**config.mk**
```make
export PLATFORM = sky130hd
export DESIGN_NAME = note_draw_sequencer
export DESIGN_NICKNAME = d
export VERILOG_FILES = /design/src/rtl/note_draw_sequencer_pkg.sv /design/src/rtl/note_draw_sequencer_lane_slot.sv /design/src/rtl/note_draw_sequencer.sv
export SDC_FILE = /design/constraint.sdc
export NUM_CORES = 1
export LEC_CHECK = 0
export CELL_PAD_IN_SITES_DETAIL_PLACEMENT = 1
export CELL_PAD_IN_SITES_GLOBAL_PLACEMENT = 1
export CORE_MARGIN = 2
export CORE_UTILIZATION = 46
export CTS_CLUSTER_SIZE = 24
export DETAILED_ROUTE_END_ITERATION = 16
export GPL_TIMING_DRIVEN = 0
export MAX_ROUTING_LAYER = met4
export PLACE_DENSITY_LB_ADDON = 0.15
export SLEW_MARGIN = 20
export SYNTH_ARGS = -nofsm -noshare
export SYNTH_HDL_FRONTEND = slang
export SYNTH_SLANG_ARGS = --single-unit
```
**constraint.sdc**
```tcl
create_clock -name clock -period 3.78 [get_ports clock]
set_clock_uncertainty 0.05 [all_clocks]
set_input_delay 0.756 -clock clock [delete_from_list [all_inputs] [get_ports clock]]
set_output_delay 0.756 -clock clock [all_outputs]
set_load 0.02 [all_outputs]
```
**src/rtl/note_draw_sequencer_pkg.sv**
```systemverilog
// Shared constants, FSM state type and colour helper for the note draw sequencer.
package note_draw_sequencer_pkg;

  localparam int unsigned SCREEN_W      = 160;
  localparam int unsigned SCREEN_H      = 120;
  localparam int unsigned SHAPE_SIZE    = 61;
  localparam int unsigned DEF_NUM_LANES = 2;
  localparam int unsigned DEF_Y_MAX     = SCREEN_H - SHAPE_SIZE;

  localparam logic [2:0] COLOUR_ERASE = 3'b000;

  typedef enum logic [2:0] {
    S_IDLE,
    S_SCAN,
    S_ERASE_ISSUE,
    S_ERASE_WAIT,
    S_UPDATE,
    S_DRAW_ISSUE,
    S_DRAW_WAIT,
    S_NEXT
  } seq_state_t;

  function automatic logic [2:0] lane_colour(input int unsigned lane);
    return 3'(lane + 1);
  endfunction

endpackage

```
**src/rtl/note_draw_sequencer_lane_slot.sv**
```systemverilog
// One note lane: active bit, y position, pending spawn and bottom-retire compare.
module note_lane_slot #(
  parameter int unsigned Y_MAX  = 59,
  parameter int unsigned Y_STEP = 1
) (
  input  logic       i_clk,
  input  logic       i_rst_n,
  input  logic       i_spawn,
  input  logic       i_commit,
  input  logic       i_advance,
  input  logic       i_retire,
  output logic       o_active,
  output logic       o_pending,
  output logic [6:0] o_y,
  output logic [6:0] o_yNext,
  output logic       o_atBottom
);

  logic       r_active;
  logic       r_pending;
  logic [6:0] r_y;
  logic [7:0] w_ySum;

  // 8-bit sum so a step past 127 cannot wrap below Y_MAX
  assign w_ySum     = {1'b0, r_y} + 8'(Y_STEP);
  assign o_atBottom = (w_ySum > 8'(Y_MAX));
  assign o_yNext    = w_ySum[6:0];
  assign o_active   = r_active;
  assign o_pending  = r_pending;
  assign o_y        = r_y;

  always_ff @(posedge i_clk or negedge i_rst_n) begin
    if (!i_rst_n) begin
      r_active  <= 1'b0;
      r_pending <= 1'b0;
      r_y       <= '0;
    end else if (i_commit) begin
      r_active  <= 1'b1;
      r_pending <= 1'b0;
      r_y       <= '0;
    end else begin
      if (i_spawn && !r_active) r_pending <= 1'b1;
      if (i_retire)       r_active <= 1'b0;
      else if (i_advance) r_y      <= o_yNext;
    end
  end

endmodule

```
**src/rtl/note_draw_sequencer.sv**
```systemverilog
// Per-frame scheduler: erases, advances and redraws each lane's note via the shape drawer.
module note_draw_sequencer
  import note_draw_sequencer_pkg::*;
#(
  parameter int unsigned NUM_LANES  = DEF_NUM_LANES,
  parameter int unsigned LANE_X0    = 10,
  parameter int unsigned LANE_PITCH = 80,
  parameter int unsigned Y_MAX      = DEF_Y_MAX,
  parameter int unsigned Y_STEP     = 1
) (
  input  logic                 clock,
  input  logic                 resetn,
  input  logic                 frameTick,
  input  logic [NUM_LANES-1:0] spawn,
  input  logic                 shapeDone,
  output logic                 startingAddressLoaded,
  output logic [7:0]           originX,
  output logic [6:0]           originY,
  output logic [2:0]           colour,
  output logic                 busy,
  output logic [NUM_LANES-1:0] noteMissed,
  output logic                 frameDropped
);

  localparam int unsigned LANE_W = (NUM_LANES > 1) ? $clog2(NUM_LANES) : 1;

  seq_state_t          r_state, w_next;
  logic [LANE_W-1:0]   r_lane;
  logic                r_pendingFrame;
  logic                r_waited;
  logic                w_laneClr, w_laneInc;
  logic                w_commitSel, w_advanceSel, w_retireSel;
  logic [NUM_LANES-1:0] w_active, w_pending, w_atBottom;
  logic [NUM_LANES-1:0] w_commit, w_advance, w_retire;
  logic [6:0]          w_y     [NUM_LANES];
  logic [6:0]          w_yNext [NUM_LANES];
  logic [7:0]          w_laneX;

  for (genvar g = 0; g < NUM_LANES; g++) begin : g_lane
    note_lane_slot #(
      .Y_MAX  (Y_MAX),
      .Y_STEP (Y_STEP)
    ) u_slot (
      .i_clk      (clock),
      .i_rst_n    (resetn),
      .i_spawn    (spawn[g]),
      .i_commit   (w_commit[g]),
      .i_advance  (w_advance[g]),
      .i_retire   (w_retire[g]),
      .o_active   (w_active[g]),
      .o_pending  (w_pending[g]),
      .o_y        (w_y[g]),
      .o_yNext    (w_yNext[g]),
      .o_atBottom (w_atBottom[g])
    );
  end

  assign w_laneX = 8'(LANE_X0 + LANE_PITCH * r_lane);
  assign busy    = (r_state != S_IDLE);

  always_ff @(posedge clock or negedge resetn) begin
    if (!resetn) r_state <= S_IDLE;
    else         r_state <= w_next;
  end

  always_comb begin
    w_next       = r_state;
    w_laneClr    = 1'b0;
    w_laneInc    = 1'b0;
    w_commitSel  = 1'b0;
    w_advanceSel = 1'b0;
    w_retireSel  = 1'b0;
    case (r_state)
      S_IDLE: begin
        if (frameTick || r_pendingFrame) begin
          w_laneClr = 1'b1;
          w_next    = S_SCAN;
        end
      end
      S_SCAN: begin
        if (w_pending[r_lane]) begin
          w_commitSel = 1'b1;
          w_next      = S_DRAW_ISSUE;
        end else if (w_active[r_lane]) begin
          w_next = S_ERASE_ISSUE;
        end else begin
          w_next = S_NEXT;
        end
      end
      S_ERASE_ISSUE: w_next = S_ERASE_WAIT;
      S_ERASE_WAIT:  if (r_waited && shapeDone) w_next = S_UPDATE;
      S_UPDATE: begin
        if (w_atBottom[r_lane]) begin
          w_retireSel = 1'b1;
          w_next      = S_NEXT;
        end else begin
          w_advanceSel = 1'b1;
          w_next       = S_DRAW_ISSUE;
        end
      end
      S_DRAW_ISSUE: w_next = S_DRAW_WAIT;
      S_DRAW_WAIT:  if (r_waited && shapeDone) w_next = S_NEXT;
      S_NEXT: begin
        if (r_lane == LANE_W'(NUM_LANES - 1)) begin
          w_next = S_IDLE;
        end else begin
          w_laneInc = 1'b1;
          w_next    = S_SCAN;
        end
      end
      default: w_next = S_IDLE;
    endcase
  end

  always_comb begin
    w_commit  = '0;
    w_advance = '0;
    w_retire  = '0;
    for (int unsigned i = 0; i < NUM_LANES; i++) begin
      w_commit[i]  = w_commitSel  && (r_lane == LANE_W'(i));
      w_advance[i] = w_advanceSel && (r_lane == LANE_W'(i));
      w_retire[i]  = w_retireSel  && (r_lane == LANE_W'(i));
    end
  end

  // Origin/colour load on entry to an ISSUE state so they are valid alongside the start pulse
  always_ff @(posedge clock or negedge resetn) begin
    if (!resetn) begin
      r_lane                <= '0;
      r_pendingFrame        <= 1'b0;
      r_waited              <= 1'b0;
      startingAddressLoaded <= 1'b0;
      originX               <= '0;
      originY               <= '0;
      colour                <= '0;
      noteMissed            <= '0;
      frameDropped          <= 1'b0;
    end else begin
      r_waited <= ((r_state == S_ERASE_WAIT) || (r_state == S_DRAW_WAIT)) && (w_next == r_state);

      if (w_laneClr)      r_lane <= '0;
      else if (w_laneInc) r_lane <= r_lane + 1'b1;

      frameDropped <= 1'b0;
      if (r_state == S_IDLE) begin
        r_pendingFrame <= 1'b0;
      end else if (frameTick) begin
        if (r_pendingFrame) frameDropped <= 1'b1;
        r_pendingFrame <= 1'b1;
      end

      startingAddressLoaded <= (w_next == S_ERASE_ISSUE) || (w_next == S_DRAW_ISSUE);
      if (w_next == S_ERASE_ISSUE) begin
        originX <= w_laneX;
        originY <= w_y[r_lane];
        colour  <= COLOUR_ERASE;
      end else if (w_next == S_DRAW_ISSUE) begin
        originX <= w_laneX;
        originY <= (r_state == S_SCAN) ? 7'd0 : w_yNext[r_lane];
        colour  <= lane_colour(32'(r_lane));
      end

      noteMissed <= w_retire;
    end
  end

endmodule

```
# Word level (Yosys, flattened, before mapping)
# Cells that the tools add are included.
# totals
regBits	46
# classes
addsub	5
mul	1
magnitude_cmp	4
eq_ne	12
mux	58
n_bitwise	2
reduce_logical	28
# op_table
op	n
$mux W7	15
$mux W1	32
$pmux W3 S8	1
$mux W3	7
$reduce_bool A2 Y1	9
$add A7 B1 Y8 const B	2
$gt A8 B6 Y1 const B	2
$mux W8	2
$eq A3 B3 Y1 const B	5
$logic_and A1 B1 Y1	10
$eq A3 B2 Y1 const B	3
$add A4 B8 Y8 const A	1
$mul A3 B1 Y4 const A	1
$ne A2 B1 Y1 const B	2
$reduce_and A2 Y1	2
$eq A3 B1 Y1 const B	1
$eq A3 B3 Y1	1
$logic_not A3 Y1	1
$logic_or A1 B1 Y1	3
$reduce_bool A3 Y1	1
$add A1 B1 Y2 const B	1
$ge A2 B2 Y1 const B	1
$logic_not A1 Y1	2
$lt A1 B2 Y1 const B	1
4 further kinds	4

# Depth between registers and ports, before layout
# Gate-level depths: netlist of run 1.
# depth
depth_word	10
depth_mapped	9

# Cells and area by module
# Synthesis of run 1 repeated with hierarchy kept, for this count alone.
# unflattened
hier_cells	259
hier_area_um2	2446.1
# modules_own_cells
module	n_inst	cells_per_inst	area_each_um2
note_draw_sequencer	1	137	1305.0
note_lane_slot	2	61	570.5

# Worst setup path before layout of run 1
# OpenSTA, ideal clock, no wires.
# synth_path
path_kind	reg2reg
from	register g_lane[1].u_slot.r_y[0]
to	register originX[6]
t_arrival_ns	2.146
setup_slack_ns	1.459
stages_incl_launch_ff	9
n_path_buf	0
period_less_slack_ns	2.321
path_cell_list	dfrtp_1 -> ha_1 -> nand2b_1 -> o21ai_0 -> a21oi_1 -> o311a_4 -> o31ai_4 -> nand2_4 -> mux2_4
# synth_between
elab_chain_len	8
word_cells_on_any_way	10
# synth_rtl
element	line_no	rtl
start: declaration	note_draw_sequencer_lane_slot.sv:21	logic [6:0] r_y;
start signal: assignment	note_draw_sequencer_lane_slot.sv:44	else if (i_advance) r_y <= o_yNext;
$add A7 B1 Y8 *	note_draw_sequencer_lane_slot.sv:25	assign w_ySum = {1'b0, r_y} + 8'(Y_STEP);
$gt A8 B6 Y1 *	note_draw_sequencer_lane_slot.sv:26	assign o_atBottom = (w_ySum > 8'(Y_MAX));
$mux W1 (not written as such) * (2 in a row)	note_draw_sequencer.sv:93	if (w_atBottom[r_lane]) begin
$mux W2 *	note_draw_sequencer.sv:93	
$pmux W3 S8 *	note_draw_sequencer.sv:73	case (r_state)
$eq A3 B2 Y1 / $eq A3 B3 Y1 (equally long branches)	note_draw_sequencer.sv:153, note_draw_sequencer.sv:157	
$mux W8 / $reduce_bool A2 Y1 (equally long branches)	--	
end signal: assignment	note_draw_sequencer.sv:154	originX <= w_laneX;
end signal: assignment	note_draw_sequencer.sv:158	originX <= w_laneX;
end: declaration	note_draw_sequencer.sv:17	output logic [7:0] originX,
# Every way passes the cells marked *; elsewhere a longest branch is shown, timed or not. The select of a mux whose other input is x is not followed.
# A chain may end at the register's enable or synchronous reset.

# Final worst setup path of run 1
# layout_path
from	register r_state[0]
to	output busy
# layout_between
elab_chain_len	1
# layout_rtl
element	line_no	rtl
start: declaration	note_draw_sequencer.sv:27	seq_state_t r_state, w_next;
start signal: assignment	note_draw_sequencer.sv:63	else r_state <= w_next;
$reduce_bool A3 Y1	note_draw_sequencer.sv:59	assign busy = (r_state != S_IDLE);
end: declaration	note_draw_sequencer.sv:20	output logic busy,
# No other way between the ends.

==> metrics.txt, run 1 <==
outcome complete, no violations; capturing element type of the critical path primary output; starting density of the core 48.08%; clock latency of the later-clocked register in the worst-skew pair ~0.30 ns; clock-pin slew reported for the worst setup and hold paths after clock tree synthesis around 0.080 ns; transition at the pin with the smallest max-transition slack between 0.7 and 0.8 ns; clk sink count 39; post-CTS repair timing setup buffer count 0; Worst Path Max Fanout 10; peak supply drop 394.4 uV; Critical Path RT roughly 3 ns; dpl hpwl ~4300 um; GRT Util Overall approximately a quarter; cell type with the largest total area after synthesis dfrtp_1; area of combinational cells with multiple inputs between 0.001 and 0.0015 mm^2; cell type of the slowest stage on the worst timing path clkdlybuf4s50_1; Worst Setup Path Type reg -> out; Largest stage delay, worst path 0.54 ns; share of the clock period used by the worst path about 70%; top post-synthesis cells by count 39 x dfrtp_1, 20 x o21ai_0, 19 x nand2_1; number of nets in the layout 291; cell chain of the critical path clkbuf_1, nor3_1, inv_1, clkdlybuf4s50_1; crit start category flip-flop; Post-Syn Area per Cell roughly 9.4 um^2; flip-flop and latch count after synthesis 39; deepest clock path buffer count 2; Setup WS post-layout 1.093 ns; number of CTS-inserted buffers 5; antenna cells 0; final critical delay including setup and external delays between 2 and 3 ns; total standard cell area after synthesis between 0.002 and 0.0025 mm^2; initial detailed-routing violation count 83; wire length per cell after detailed routing around 17 um; largest net degree at the start of global routing 26; vias in the first global route between 1500 and 2000; DRC 0; die area about 0.0056 mm^2; routability cong. ~0.86; total routed wirelength about 6000 um; number of antenna-violating nets in the routed design 0; Final Instance Count excl. Fillers 348; layout-stage area growth over the synthesis result 18.76%; fraction of synthesis flops using an asynchronous set or reset pin between 90% and 100%; via count of the routed design between 1500 and 2000; max-cap violation count 0; grt ovf 0; length of the first detailed-routing pass in iterations 4; via/cell ratio 5.644; sum of negative setup slack 0 ns; DP Worst Slack between 0.9 and 1 ns; Top-Level Pins 29; # hold bufs at CTS 0; total power density per cell area 857.0 mW/mm^2; total core area around 0.0048 mm^2; number of synthesized flops with an enable pin 0; count of pins over their slew limit 0; final setup violating endpoints 0; Synth area leaders dfrtp_1 42%, o21ai_0 4.4%, a21oi_1 3.9%; worst slew margin relative to its limit between 50% and 60%; share of the synthesized area in the top cell type 42.41%; global-route wire length before repair about 9900 um; number of warnings issued by yosys 0; path category of the worst min-delay check in -> async; Post-Route Utilization approximately 57%; worst hold margin 0.3104 ns; synth unique cells 59; clock root buffer clkbuf_8; setup repair after global routing missed its margin no; share of post-route cells with drive strength above 1 13.88%; count of mapped cells out of synthesis ~250; TritonCTS clock tree built; static power due to leakage approximately 1.2 nW; achievable clock frequency ~0.37 GHz; Filler Cells Inserted between 500 and 600; Die H 74.73 um; top flip-flop cell by instance count after synthesis dfrtp_1; floorplan die width between 70 and 80 um; count of input and output buffers 23; Placement Rows 25; Gates resized, CTS repair 0; cell count after placement 341; Final Hold Fails 0; initial antenna violation count 0; flip-flop and latch area slightly below 0.001 mm^2; sequential cell area fraction in the yosys report around 42%; most common cell in the synthesized netlist dfrtp_1; Critical Path AT 1.88 ns; maximum level of the CTS H-tree 2
power by group:
group          internal [mW]  switching [mW]  leakage [nW]  total (mW)
Clock                  0.143           0.150        0.0470       0.293
Sequential             0.581           0.139         0.477       0.720
Combinational          0.550           0.778         0.651        1.33
state kept, by name (all words and copies together), names as in the netlist:
name / cells
r_lane: 1
g_lane.u_slot.o_active: 2
g_lane.u_slot.o_pending: 2
r_state: 3
g_lane.u_slot.o_y: 14
startingAddressLoaded: 1
frameDropped: 1
originY: 7
noteMissed: 2
r_pendingFrame: 1
originX: 2
colour: 2
r_waited: 1
placed cells by master, fill, tap and decap left out, drive strengths merged, types with 4 or more instances in the layout:
cell           instances
dfrtp                 39
clkdlybuf4s50         22
o21ai                 22
nand2                 20
a21oi                 18
buf                   17
nor2                  15
inv                   11
clkbuf                11
nand3                  9
o31ai                  8
and2                   8
mux2i                  6
nor3                   5
nand2b                 5
a31oi                  5
conb                   5
and3                   5
xor2                   4
xnor2                  4
ha                     4
mux2                   4
stage by stage:
step	power [mW]	cell area (um^2)
after floorplan	1.632	2316
after global placement	2.017	2630
after detailed placement	2.051	2645
after CTS	2.358	2733
after global routing	2.524	2733
final	2.342	2733
worst max-delay path: cells and delay by family, from the launching register on:
family                 cells  cell delay (ns)
and+or+nand+nor            1             0.35
buffers and inverters      3             0.84
DFF                        1             0.39
area by class of cell:
type	count	share of cell area [%]
clock buffers	6	3.022
repair buffers	24	8.974
flip-flops and latches	39	35.71
clock inverters	1	0.1832
well taps	67	3.068
plain buffers	20	4.441
multi-input cells	180	43.09
inverters	11	1.511
per-layer routing:
layer / vias up / share of wire (%) / track usage (%)
li1: 928 / - / -
met1: 988 / 46 / 31.75
met2: 43 / 49 / 39.82
met3: 5 / 4.1 / 3.748
met4: 0 / 1.1 / 6.349
met5: - / 0 / -
cells by family (layout without fill, tap and decap cells):
logic type / count (synthesis) / count (layout) / share of synthesized area (%)
simple gates: 76 / 76 / 17.13
other cells: 1 / 5 / 0.1630
buf+inv: 31 / 62 / 7.069
flops: 39 / 39 / 42.41
mux: 10 / 10 / 4.731
xor+xnor: 8 / 8 / 3.045
fa+ha+maj: 4 / 4 / 2.175
compound gates: 77 / 77 / 23.27
worst paths after layout:
kind	startpoint	endpoint	slack, ns	cells after the start
worst max-delay path	r_state[0]$_DFF_PN0_	busy	1.09	4
worst min register to register	originX[3]$_DFFE_PN0P_	originX[3]$_DFFE_PN0P_	0.46	1
worst max register to register	g_lane[0].u_slot.o_y[0]$_DFFE_PN0P_	originX[6]$_DFFE_PN0P_	1.11	8
min in group clock	originX[3]$_DFFE_PN0P_	originX[3]$_DFFE_PN0P_	0.46	1
worst min-delay path	resetn	r_waited$_DFF_PN0_	0.31	1
max in group asynchronous	resetn	originX[6]$_DFFE_PN0P_	2.90	2
Note: power is estimated with default switching activity, not from simulation.
==> inputs of run 2 (changes only) <==
Settings changed: CORE_UTILIZATION 46 to 38.
Clock period 3.78 ns to 2.3 ns, I/O delays scaled along.
==> run 2 against run 1 <==
Net effect:
- the run now ends with setup timing left
- sequential share of layout area decreased by 3.7 points
- critical endpoint is now g_lane[0].u_slot.o_y[0]$_DFFE_PN0P_
- cell count increased by 9.2%
- first-iteration DRC count decreased by 9.6%
- highest routed layer unchanged
==> metrics.txt, run 2 (synthesized netlist as in run 1, its figures left out) <==
floorplan die width 81.82 um (+9.5%); final setup violating endpoints 9 (+9); starting density of the core 39.09% (-9.0 points); total power density per cell area 1438 mW/mm^2 (+68%); placed standard-cell area 0.002658 mm^2 (+0.47%); antenna cells 0 (unchanged); length of the first detailed-routing pass in iterations 4 (unchanged); Worst Path Max Fanout 5 (-5); count of input and output buffers 23 (unchanged); clock latency of the later-clocked register in the worst-skew pair 0.30 ns (about the same); number of CTS-inserted buffers 5 (unchanged); worst slew margin relative to its limit 55.06% (+4.9 points); total routed wirelength 6905 um (+15%); initial detailed-routing violation count 75 (-9.6%); number of nets in the layout 314 (+7.9%); met1 Use GR 30.01% (-1.7 points); number of antenna-violating nets in the routed design 0 (unchanged); flip-flop and latch area 982.2 um^2 (+0.64%); Worst Setup Path Type reg -> reg; area of combinational cells with multiple inputs 0.001319 mm^2 (+12%); die area 0.006694 mm^2 (+20%); clk sink count 39 (unchanged); Critical Path AT 2.56 ns (+0.68 ns); crit start category flip-flop; most used routing layer met2; flip-flop count of the largest register after layout 14 (unchanged); critical path endpoint g_lane[0].u_slot.o_y[0]$_DFFE_PN0P_; routability cong. 0.8184 (-5.3%); setup repair after global routing missed its margin yes; vias in the first global route 2096 (+6.9%); # hold bufs at CTS 0 (unchanged); Die H 81.82 um (+9.5%); wire length per cell after detailed routing 18.17 um (+5.1%); share of the clock period used by the worst path 103.4%; GRT Util Overall 22.90% (-1.5 points); highest-count cells in the layout ignoring fill and taps 34 x dfrtp_1, 30 x buf_4, 22 x clkdlybuf4s50_1; achievable clock frequency about 0.42 GHz; GR Layer Usage met2 37.32% (-2.5 points); outcome finished with violations; Final Hold Fails 0 (unchanged); global-route wire length before repair 11150 um (+13%); peak supply drop 744.2 uV (+89%); path category of the worst min-delay check in -> async; largest net degree at the start of global routing 28 (+7.7%); capturing element type of the critical path flip-flop; TritonCTS clock tree built; count of pins over their slew limit 0 (unchanged); Filler Cells Inserted 676 (+18%); number of cells on the worst reg-to-reg path 9 (+1); clock-pin slew reported for the worst setup and hold paths after clock tree synthesis 0.08 ns (about the same); Setup WS post-layout -0.07806 ns (-1.171 ns); grt met3 use 3.187% (-0.56 points); Critical Path RT 2.48 ns (-0.49 ns); Placement Rows 28 (+12%); max-cap violation count 0 (unchanged); share of post-route cells with drive strength above 1 30.49% (+17 points); DP Worst Slack -0.3147 ns (-1.282 ns); via/cell ratio 5.439 (-3.6%); final design area excluding fillers 0.003072 mm^2 (+12%); grt ovf 0 (unchanged); initial antenna violation count 0 (unchanged); launch point of the worst reg-to-reg path g_lane[1].u_slot.o_y[0]$_DFFE_PN0P_; via count of the routed design 2067 (+5.2%); violated checks setup timing; worst setup slack for register-to-register paths -0.08 ns (-1.19 ns); clock root buffer clkbuf_8; start point of the critical path g_lane[1].u_slot.o_y[0]$_DFFE_PN0P_; static power due to leakage 1.308 nW (+11%); maximum level of the CTS H-tree 2 (unchanged); layout-stage area growth over the synthesis result 33.50%; DRC 0 (unchanged); final critical delay including setup and external delays roughly 2.4 ns; dpl hpwl 4559 um (+5.5%); transition at the pin with the smallest max-transition slack 0.6716 ns (-0.07343 ns); deepest clock path buffer count 2 (unchanged); most common cell after layout, fill and taps aside dfrtp_1; total core area 0.005886 mm^2 (+23%); terminus of the critical flop-to-flop path g_lane[0].u_slot.o_y[0]$_DFFE_PN0P_; Top-Level Pins 29 (unchanged)
-- run 2: metal layers --
metal	routed length, um	part of all wire [%]	vias to the layer above
met5	0	0	-
met4	131	1.9	0
met3	189	2.7	10
met2	3435	50	40
met1	3148	46	1038
li1	-	-	979
-- run 2: timing repair --
action,CTS,global route
endpoints found under the hold margin,0,0
cloned,1,0
setup buffers,16,6
resized for setup,22,24
pin swaps,13,9
setup endpoints to repair,24,25
-- run 2: worst max-delay path, cell delays in order (launching register included) --
cell and delay, ns:
dfrtp_2 0.45, ha_4 0.19, and3_4 0.19, nand3_1 0.11
mux2i_1 0.26, o311a_4 0.28, o31ai_4 0.12, buf_4 0.17
or4_4 0.42, nand2_2 0.07
-- run 2: final cells by class --
| cell class | count | area share [%] |
|---|---|---|
| multi-input cells | 180 | 42.93 |
| flip-flops and latches | 39 | 31.98 |
| repair buffers | 47 | 13.85 |
| plain buffers | 20 | 4.196 |
| well taps | 75 | 3.055 |
| clock buffers | 7 | 2.485 |
| inverters | 11 | 1.344 |
| clock inverters | 1 | 0.1629 |
-- run 2: worst min path at each step --
stage	start	endpoint	slack (ns)	cells after the start
6_report	resetn	r_state[2]$_DFF_PN0_	0.006	1
5_1_grt	resetn	r_state[2]$_DFF_PN0_	0.02	1
4_1_cts	resetn	r_state[2]$_DFF_PN0_	0.02	1
3_5_place_dp	resetn	r_state[2]$_DFF_PN0_	0.34	1
3_3_place_gp	originX[3]$_DFFE_PN0P_	originX[3]$_DFFE_PN0P_	0.43	1
2_1_floorplan	resetn	colour[0]$_DFFE_PN0P_	0.11	0
-- run 2: power breakdown --
part	leakage [nW]	switching, mW	internal, mW	total [mW]
combinational	0.796	1.53	1.24	2.77
sequential	0.470	0.218	0.964	1.18
clock	0.0422	0.252	0.213	0.465
-- run 2: per-stage QoR --
stage / setup TNS (ns) / instances / total power, mW / utilization (%) / hold slack (ns)
finish: -0.3208 / 380 / 4.417 / 52.19 / 0.006107
global route: -1.199 / 380 / 4.754 / 52.19 / 0.02274
CTS: -0.2115 / 374 / 4.190 / 49.98 / 0.01924
detailed placement: -4.604 / 349 / 3.403 / 45.15 / 0.3378
global placement: -19.32 / 348 / 3.343 / 44.90 / 0.4265
floorplan: 0 / 250 / 2.684 / - / 0.1144
